## config.mk

```make
export PLATFORM = sky130hd
export DESIGN_NAME = fadd_pipe
export DESIGN_NICKNAME = d
export VERILOG_FILES = /design/src/rtl/fadd_pipe.sv
export SDC_FILE = /design/constraint.sdc
export NUM_CORES = 1
export LEC_CHECK = 0
export ABC_AREA = 0
export BUFFER_PORTS_ARGS = -buffer_cell sky130_fd_sc_hd__buf_2
export CORE_UTILIZATION = 56
export CTS_CLUSTER_DIAMETER = 80
export DETAILED_ROUTE_END_ITERATION = 7
export PLACE_DENSITY = 0.78
export SYNTH_ARGS = -nofsm -noshare
export SYNTH_HDL_FRONTEND = slang
export SYNTH_SLANG_ARGS = --single-unit
```

## constraint.sdc

```tcl
create_clock -name clk -period 8.8 [get_ports clk]
set_clock_uncertainty 0.05 [all_clocks]
set_input_delay 0.44 -clock clk [delete_from_list [all_inputs] [get_ports clk]]
set_output_delay 0.44 -clock clk [all_outputs]
set_load 0.02 [all_outputs]
```

## src/rtl/fadd_pipe.sv

```systemverilog
// Pipelined FP add/sub (FTZ, round-to-nearest-even) with special values and exception flags.
// Latency 3 cycles at 1 result/cycle; a held output (out_valid & !out_ready) freezes every stage.
module fadd_pipe #(
    parameter  int EW = 8,
    parameter  int MW = 23,
    localparam int W  = 1 + EW + MW
) (
    input  logic         clk,
    input  logic         rst,
    input  logic         in_valid,
    output logic         in_ready,
    input  logic [W-1:0] x1,
    input  logic [W-1:0] x2,
    input  logic         op,
    output logic         out_valid,
    input  logic         out_ready,
    output logic [W-1:0] y,
    output logic         flag_nv,
    output logic         flag_of,
    output logic         flag_nx
);
    localparam int AW = MW + 3;     // hidden + mantissa + guard + round
    localparam int SW = AW + 2;     // plus sticky and carry
    localparam int XW = EW + 2;     // signed exponent headroom
    localparam logic [EW-1:0] EMAX = '1;

    logic en;
    assign en       = !out_valid || out_ready;
    assign in_ready = en;

    // ---------------- S1: unpack, specials, align ----------------
    logic            sa, sb, za, zb, a_nan, b_nan, a_inf, b_inf, swap;
    logic [EW-1:0]   ea, eb, el, es;
    logic [MW-1:0]   ma, mb;
    logic [EW+MW-1:0] mag_a, mag_b;
    logic [MW:0]     fl, fs;
    logic [31:0]     sh;
    logic [2*AW-1:0] wide;
    logic [AW:0]     c1_ml, c1_ms;
    logic            c1_spec, c1_spec_nv;
    logic [W-1:0]    c1_spec_y;

    always_comb begin
        sa    = x1[W-1];
        ea    = x1[W-2:MW];
        ma    = x1[MW-1:0];
        sb    = x2[W-1] ^ op;
        eb    = x2[W-2:MW];
        mb    = x2[MW-1:0];
        a_nan = (ea == EMAX) && (ma != '0);
        b_nan = (eb == EMAX) && (mb != '0);
        a_inf = (ea == EMAX) && (ma == '0);
        b_inf = (eb == EMAX) && (mb == '0);
        za    = (ea == '0);
        zb    = (eb == '0);
        mag_a = za ? '0 : {ea, ma};
        mag_b = zb ? '0 : {eb, mb};
        swap  = mag_b > mag_a;
        el    = swap ? eb : ea;
        es    = swap ? ea : eb;
        fl    = swap ? (zb ? '0 : {1'b1, mb}) : (za ? '0 : {1'b1, ma});
        fs    = swap ? (za ? '0 : {1'b1, ma}) : (zb ? '0 : {1'b1, mb});
        sh    = 32'(el) - 32'(es);
        if (sh > 32'(AW))
            sh = 32'(AW);
        // Everything shifted into the low half collapses into the sticky bit.
        wide  = {fs, 2'b00, {AW{1'b0}}} >> sh;
        c1_ml = {fl, 3'b000};
        c1_ms = {wide[2*AW-1:AW], |wide[AW-1:0]};

        c1_spec    = 1'b0;
        c1_spec_nv = 1'b0;
        c1_spec_y  = '0;
        if (a_nan || b_nan || (a_inf && b_inf && (sa != sb))) begin
            c1_spec    = 1'b1;
            c1_spec_nv = 1'b1;
            c1_spec_y  = {1'b0, EMAX, 1'b1, {(MW-1){1'b0}}};
        end else if (a_inf) begin
            c1_spec   = 1'b1;
            c1_spec_y = {sa, EMAX, {MW{1'b0}}};
        end else if (b_inf) begin
            c1_spec   = 1'b1;
            c1_spec_y = {sb, EMAX, {MW{1'b0}}};
        end
    end

    logic          s1_vld, s1_spec, s1_spec_nv, s1_sub, s1_sign, s1_zsign;
    logic [W-1:0]  s1_spec_y;
    logic [EW-1:0] s1_exp;
    logic [AW:0]   s1_ml, s1_ms;

    logic          s2_vld, s2_spec, s2_spec_nv, s2_sign, s2_zsign;
    logic [W-1:0]  s2_spec_y;
    logic [EW-1:0] s2_exp;
    logic [SW-1:0] s2_sum;

    always_ff @(posedge clk) begin
        if (en) begin
            s1_spec    <= c1_spec;
            s1_spec_nv <= c1_spec_nv;
            s1_spec_y  <= c1_spec_y;
            s1_sub     <= (sa != sb);
            s1_sign    <= swap ? sb : sa;
            s1_zsign   <= sa && sb;
            s1_exp     <= el;
            s1_ml      <= c1_ml;
            s1_ms      <= c1_ms;

            // ---------------- S2: magnitude add/subtract ----------------
            s2_spec    <= s1_spec;
            s2_spec_nv <= s1_spec_nv;
            s2_spec_y  <= s1_spec_y;
            s2_sign    <= s1_sign;
            s2_zsign   <= s1_zsign;
            s2_exp     <= s1_exp;
            s2_sum     <= s1_sub ? ({1'b0, s1_ml} - {1'b0, s1_ms})
                                 : ({1'b0, s1_ml} + {1'b0, s1_ms});
        end
    end

    // ---------------- S3: normalise, round, pack ----------------
    logic [XW-1:0] lz, xn, xf;
    logic [AW:0]   nrm;
    logic [MW:0]   mr;
    logic          g, r, st, rup;
    logic [W-1:0]  c3_y;
    logic          c3_nv, c3_of, c3_nx;

    always_comb begin
        lz = '0;
        for (int i = 0; i <= AW; i++)
            if (s2_sum[i])
                lz = XW'(AW - i);
        if (s2_sum[SW-1]) begin
            nrm = {s2_sum[AW+1:2], s2_sum[1] | s2_sum[0]};
            xn  = XW'(s2_exp) + XW'(1);
        end else begin
            nrm = s2_sum[AW:0] << lz;
            xn  = XW'(s2_exp) - lz;
        end
        g   = nrm[2];
        r   = nrm[1];
        st  = nrm[0];
        rup = g && (r || st || nrm[3]);
        mr  = {1'b0, nrm[AW-1:3]} + (MW+1)'(rup);
        xf  = xn + XW'(mr[MW]);

        c3_y  = '0;
        c3_nv = 1'b0;
        c3_of = 1'b0;
        c3_nx = 1'b0;
        if (s2_spec) begin
            c3_y  = s2_spec_y;
            c3_nv = s2_spec_nv;
        end else if (!nrm[AW]) begin
            c3_y = {s2_zsign, {(W-1){1'b0}}};
        end else if (xn[XW-1] || (xn == '0)) begin
            c3_y  = {s2_sign, {(W-1){1'b0}}};
            c3_nx = 1'b1;
        end else if (xf >= XW'(EMAX)) begin
            c3_y  = {s2_sign, EMAX, {MW{1'b0}}};
            c3_of = 1'b1;
            c3_nx = 1'b1;
        end else begin
            c3_y  = {s2_sign, xf[EW-1:0], mr[MW-1:0]};
            c3_nx = g || r || st;
        end
    end

    always_ff @(posedge clk) begin
        if (rst) begin
            s1_vld    <= 1'b0;
            s2_vld    <= 1'b0;
            out_valid <= 1'b0;
            y         <= '0;
            flag_nv   <= 1'b0;
            flag_of   <= 1'b0;
            flag_nx   <= 1'b0;
        end else if (en) begin
            s1_vld    <= in_valid;
            s2_vld    <= s1_vld;
            out_valid <= s2_vld;
            if (s2_vld) begin
                y       <= c3_y;
                flag_nv <= c3_nv;
                flag_of <= c3_of;
                flag_nx <= c3_nx;
            end else begin
                flag_nv <= 1'b0;
                flag_of <= 1'b0;
                flag_nx <= 1'b0;
            end
        end
    end
endmodule

```

==> impl_metrics.tcl <==
set metrics [dict create \
    outcome "finished clean" \
    critical_path.startpoint_type "flip-flop" \
    synth-edff-count 108 \
    hold_viol 0 \
    drive_gt1_frac 0.107 \
    yosysUniqueCellTypes 84 \
    relSlewSlack 0.243 \
    fillCellCount 2159 \
    post_cts_resized 0 \
    core_um2 24400 \
    multi_input_area_um2 9220 \
    finalSetupTns_ns 0 \
    tightest_slew_ns 1.13 \
    synth_cells 1781 \
    gp_congestion 1.03 \
    yosysWarnings 0 \
    criticalPathCategory "flip-flop to flip-flop" \
    clock-sinks 146 \
    synth-main-ff-cell "edfxtp_1" \
    cts_htree_levels 4 \
    startpoint "s2_sum[2]" \
    post-cts-setup-buffers 0 \
    dp_hpwl_um 33100 \
    grt_start_max_net_pins 63 \
    timing.final.crit_period_ns 7.85 \
    track_usage 0.329 \
    maxCapViolations 0 \
    wl_per_cell_um 19.6 \
    drt_pass1_iterations 8 \
    overflow 0 \
    cp_data_arrival_time_ns 8.18 \
    path_max_fanout 23 \
    ys_seq_area_frac 0.287 \
    grt_pass1_vias 13030 \
    maxSlewViolCount 0 \
    fin_nets 1988 \
    drt-total-wl_um 42500 \
    max_freq_mhz 127 \
    ant_nets 0 \
    cts_tree "yes" \
    die_area_um2 25500 \
    p_leak_nw 6.25 \
    via_count 13980 \
    io_pins 106 \
    hold_start "in_valid" \
    min_path_type "primary input to flip-flop" \
    critical_path_required_ns 9.13 \
    syn-num-nets 1943 \
    final-seq-area_um2 4000 \
    fp.dieW_um 160 \
    drtIter0Drc 1462 \
    die_height_um 160 \
    setup_violations 0 \
    synth_common_cells "nand2_1 (194), nor2_1 (156), o21ai_0 (156)" \
    power.density_nw_per_um2 216 \
    ir_drop_mv 0.128 \
    vias_per_cell 6.46 \
    cts_buffers 17 \
    cts-root-buf "clkbuf_16" \
    synthArstFlopShare 0 \
    rsz0062_at_grt "no" \
    r2r_start "s2_sum[2]" \
    syn2layout_area_growth_pct 9.56 \
    finalCritPeriodShare 0.892 \
    rows 57 \
    endpoint_kind "flip-flop" \
    path_clk_slew_ns 0.08 \
    synth_top_area_share 0.233 \
    synth_area_um2 13900 \
    synth_largest_area_cell "edfxtp_1" \
    synth_area_per_cell_um2 7.83 \
    initial_core_util 0.572 \
    drc 0 \
    cts_hold_buf 0 \
    synth.most_common_cell "nand2_1" \
    clock_latency_ns 0.43 \
    ys_ff_latch 146 \
    postLayoutCoreUtil 0.627 \
    synthTopCellsByArea "edfxtp_1 (23%), ha_1 (8.2%), o21ai_0 (5.6%)" \
    max-clock-path-buffers 2 \
    grt_pass1_wl_um 67500 \
    portBuffers 105 \
    antenna_found_initial 2 \
]
[flip-flops by register name (all words and copies together), names as in the netlist, 3 cells and up]
name / cells
s1_spec_y: 3
s2_spec_y: 3
s1_exp: 8
y: 32
s2_exp: 8
s2_sum: 28
s1_ml: 24
s1_ms: 27
[metrics by stage]
step / setup WS, ns / power [mW] / hold slack [ns] / cell area, um2 / instances
finish: 0.953 / 3.29 / 0.209 / 15300 / 2164
global route: 0.266 / 3.48 / 0.206 / 15300 / 2163
CTS: 1.06 / 3.26 / 0.196 / 15300 / 2163
detailed placement: 0.865 / 2.53 / 0.355 / 14700 / 2131
global placement: 1.05 / 2.52 / 0.353 / 14700 / 2131
floorplan: 1.46 / 2.10 / 0.350 / 13900 / 1781
[cell usage in the layout (no fill, tap or decap), drive strengths merged, types with 23 or more instances in the layout]
cell	n
nor3	54
nand3	89
a31oi	23
nand2	194
mux2i	38
edfxtp	108
ha	91
buf	127
a211oi	23
and2	41
xor2	26
and3	23
inv	94
o21ai	157
dfxtp	38
nor4	28
nor2	156
xnor2	39
a21oi	128
[cells by family (layout without fill, tap and decap cells)]
logic type                 Yosys count  after routing  share of synthesized area
other                                0              1                          0
and+or+nand+nor                    684            684                      0.237
adders and majority gates           94             94                     0.0852
xor gates and xnor gates            65             65                     0.0408
AOI/OAI and AO/OA                  546            546                      0.256
muxes                               54             54                     0.0418
DFF                                146            146                      0.287
buffers and inverters              192            250                     0.0526
[layer usage]
| layer | share of wire | wire length, um | up-vias | GRT usage |
|---|---|---|---|---|
| met5 | 0.00042 | 18 | - | 0 |
| met1 | 0.42 | 17600 | 6458 | 0.414 |
| met2 | 0.47 | 19900 | 707 | 0.562 |
| li1 | - | - | 6687 | - |
| met4 | 0.048 | 2050 | 2 | 0.168 |
| met3 | 0.067 | 2830 | 126 | 0.0348 |
[where the power goes]
| group | total [mW] | switching, mW | internal (mW) |
|---|---|---|---|
| clock network | 0.727 | 0.343 | 0.385 |
| logic | 1.56 | 0.979 | 0.580 |
| registers | 1.01 | 0.144 | 0.864 |
| total | 3.29 | 1.47 | 1.83 |
[critical path, stage by stage, from the launching register on]
cell	delay, ns
edfxtp_1	0.49
nor3b_1	0.23
o31ai_1	0.09
a211oi_1	0.28
o31ai_1	0.11
a21boi_0	0.18
o31a_1	0.13
o31a_1	0.73
clkinv_1	0.27
buf_4	0.27
a31oi_1	0.44
and3_1	0.26
a32o_1	0.16
nand3_1	0.16
nor3_1	0.49
nand4_1	0.28
nor3_1	0.31
ha_1	0.21
ha_1	0.18
and3_1	0.19
and2_1	0.19
nand4_1	0.15
xnor2_1	0.20
a21oi_1	0.16
a41o_1	0.30
nor3b_1	0.57
and3_1	0.49
a22o_1	0.19
[final timing paths]
path             end  slack, ns  cells past startpoint
max            y[14]       0.95                     27
min           s1_vld       0.21                      3
max reg2reg    y[14]       0.95                     27
min reg2reg  s2_sign       0.37                      0
[final cells by class]
class | count | share of cell area
diodes | 1 | 0.000164
clock buffers | 17 | 0.0278
clock inverters | 15 | 0.0124
inverters | 91 | 0.0225
multi-input cells | 1443 | 0.603
flip-flops and latches | 146 | 0.262
well taps | 324 | 0.0265
repair buffers | 127 | 0.0452
(Power assumes the default switching activity.)
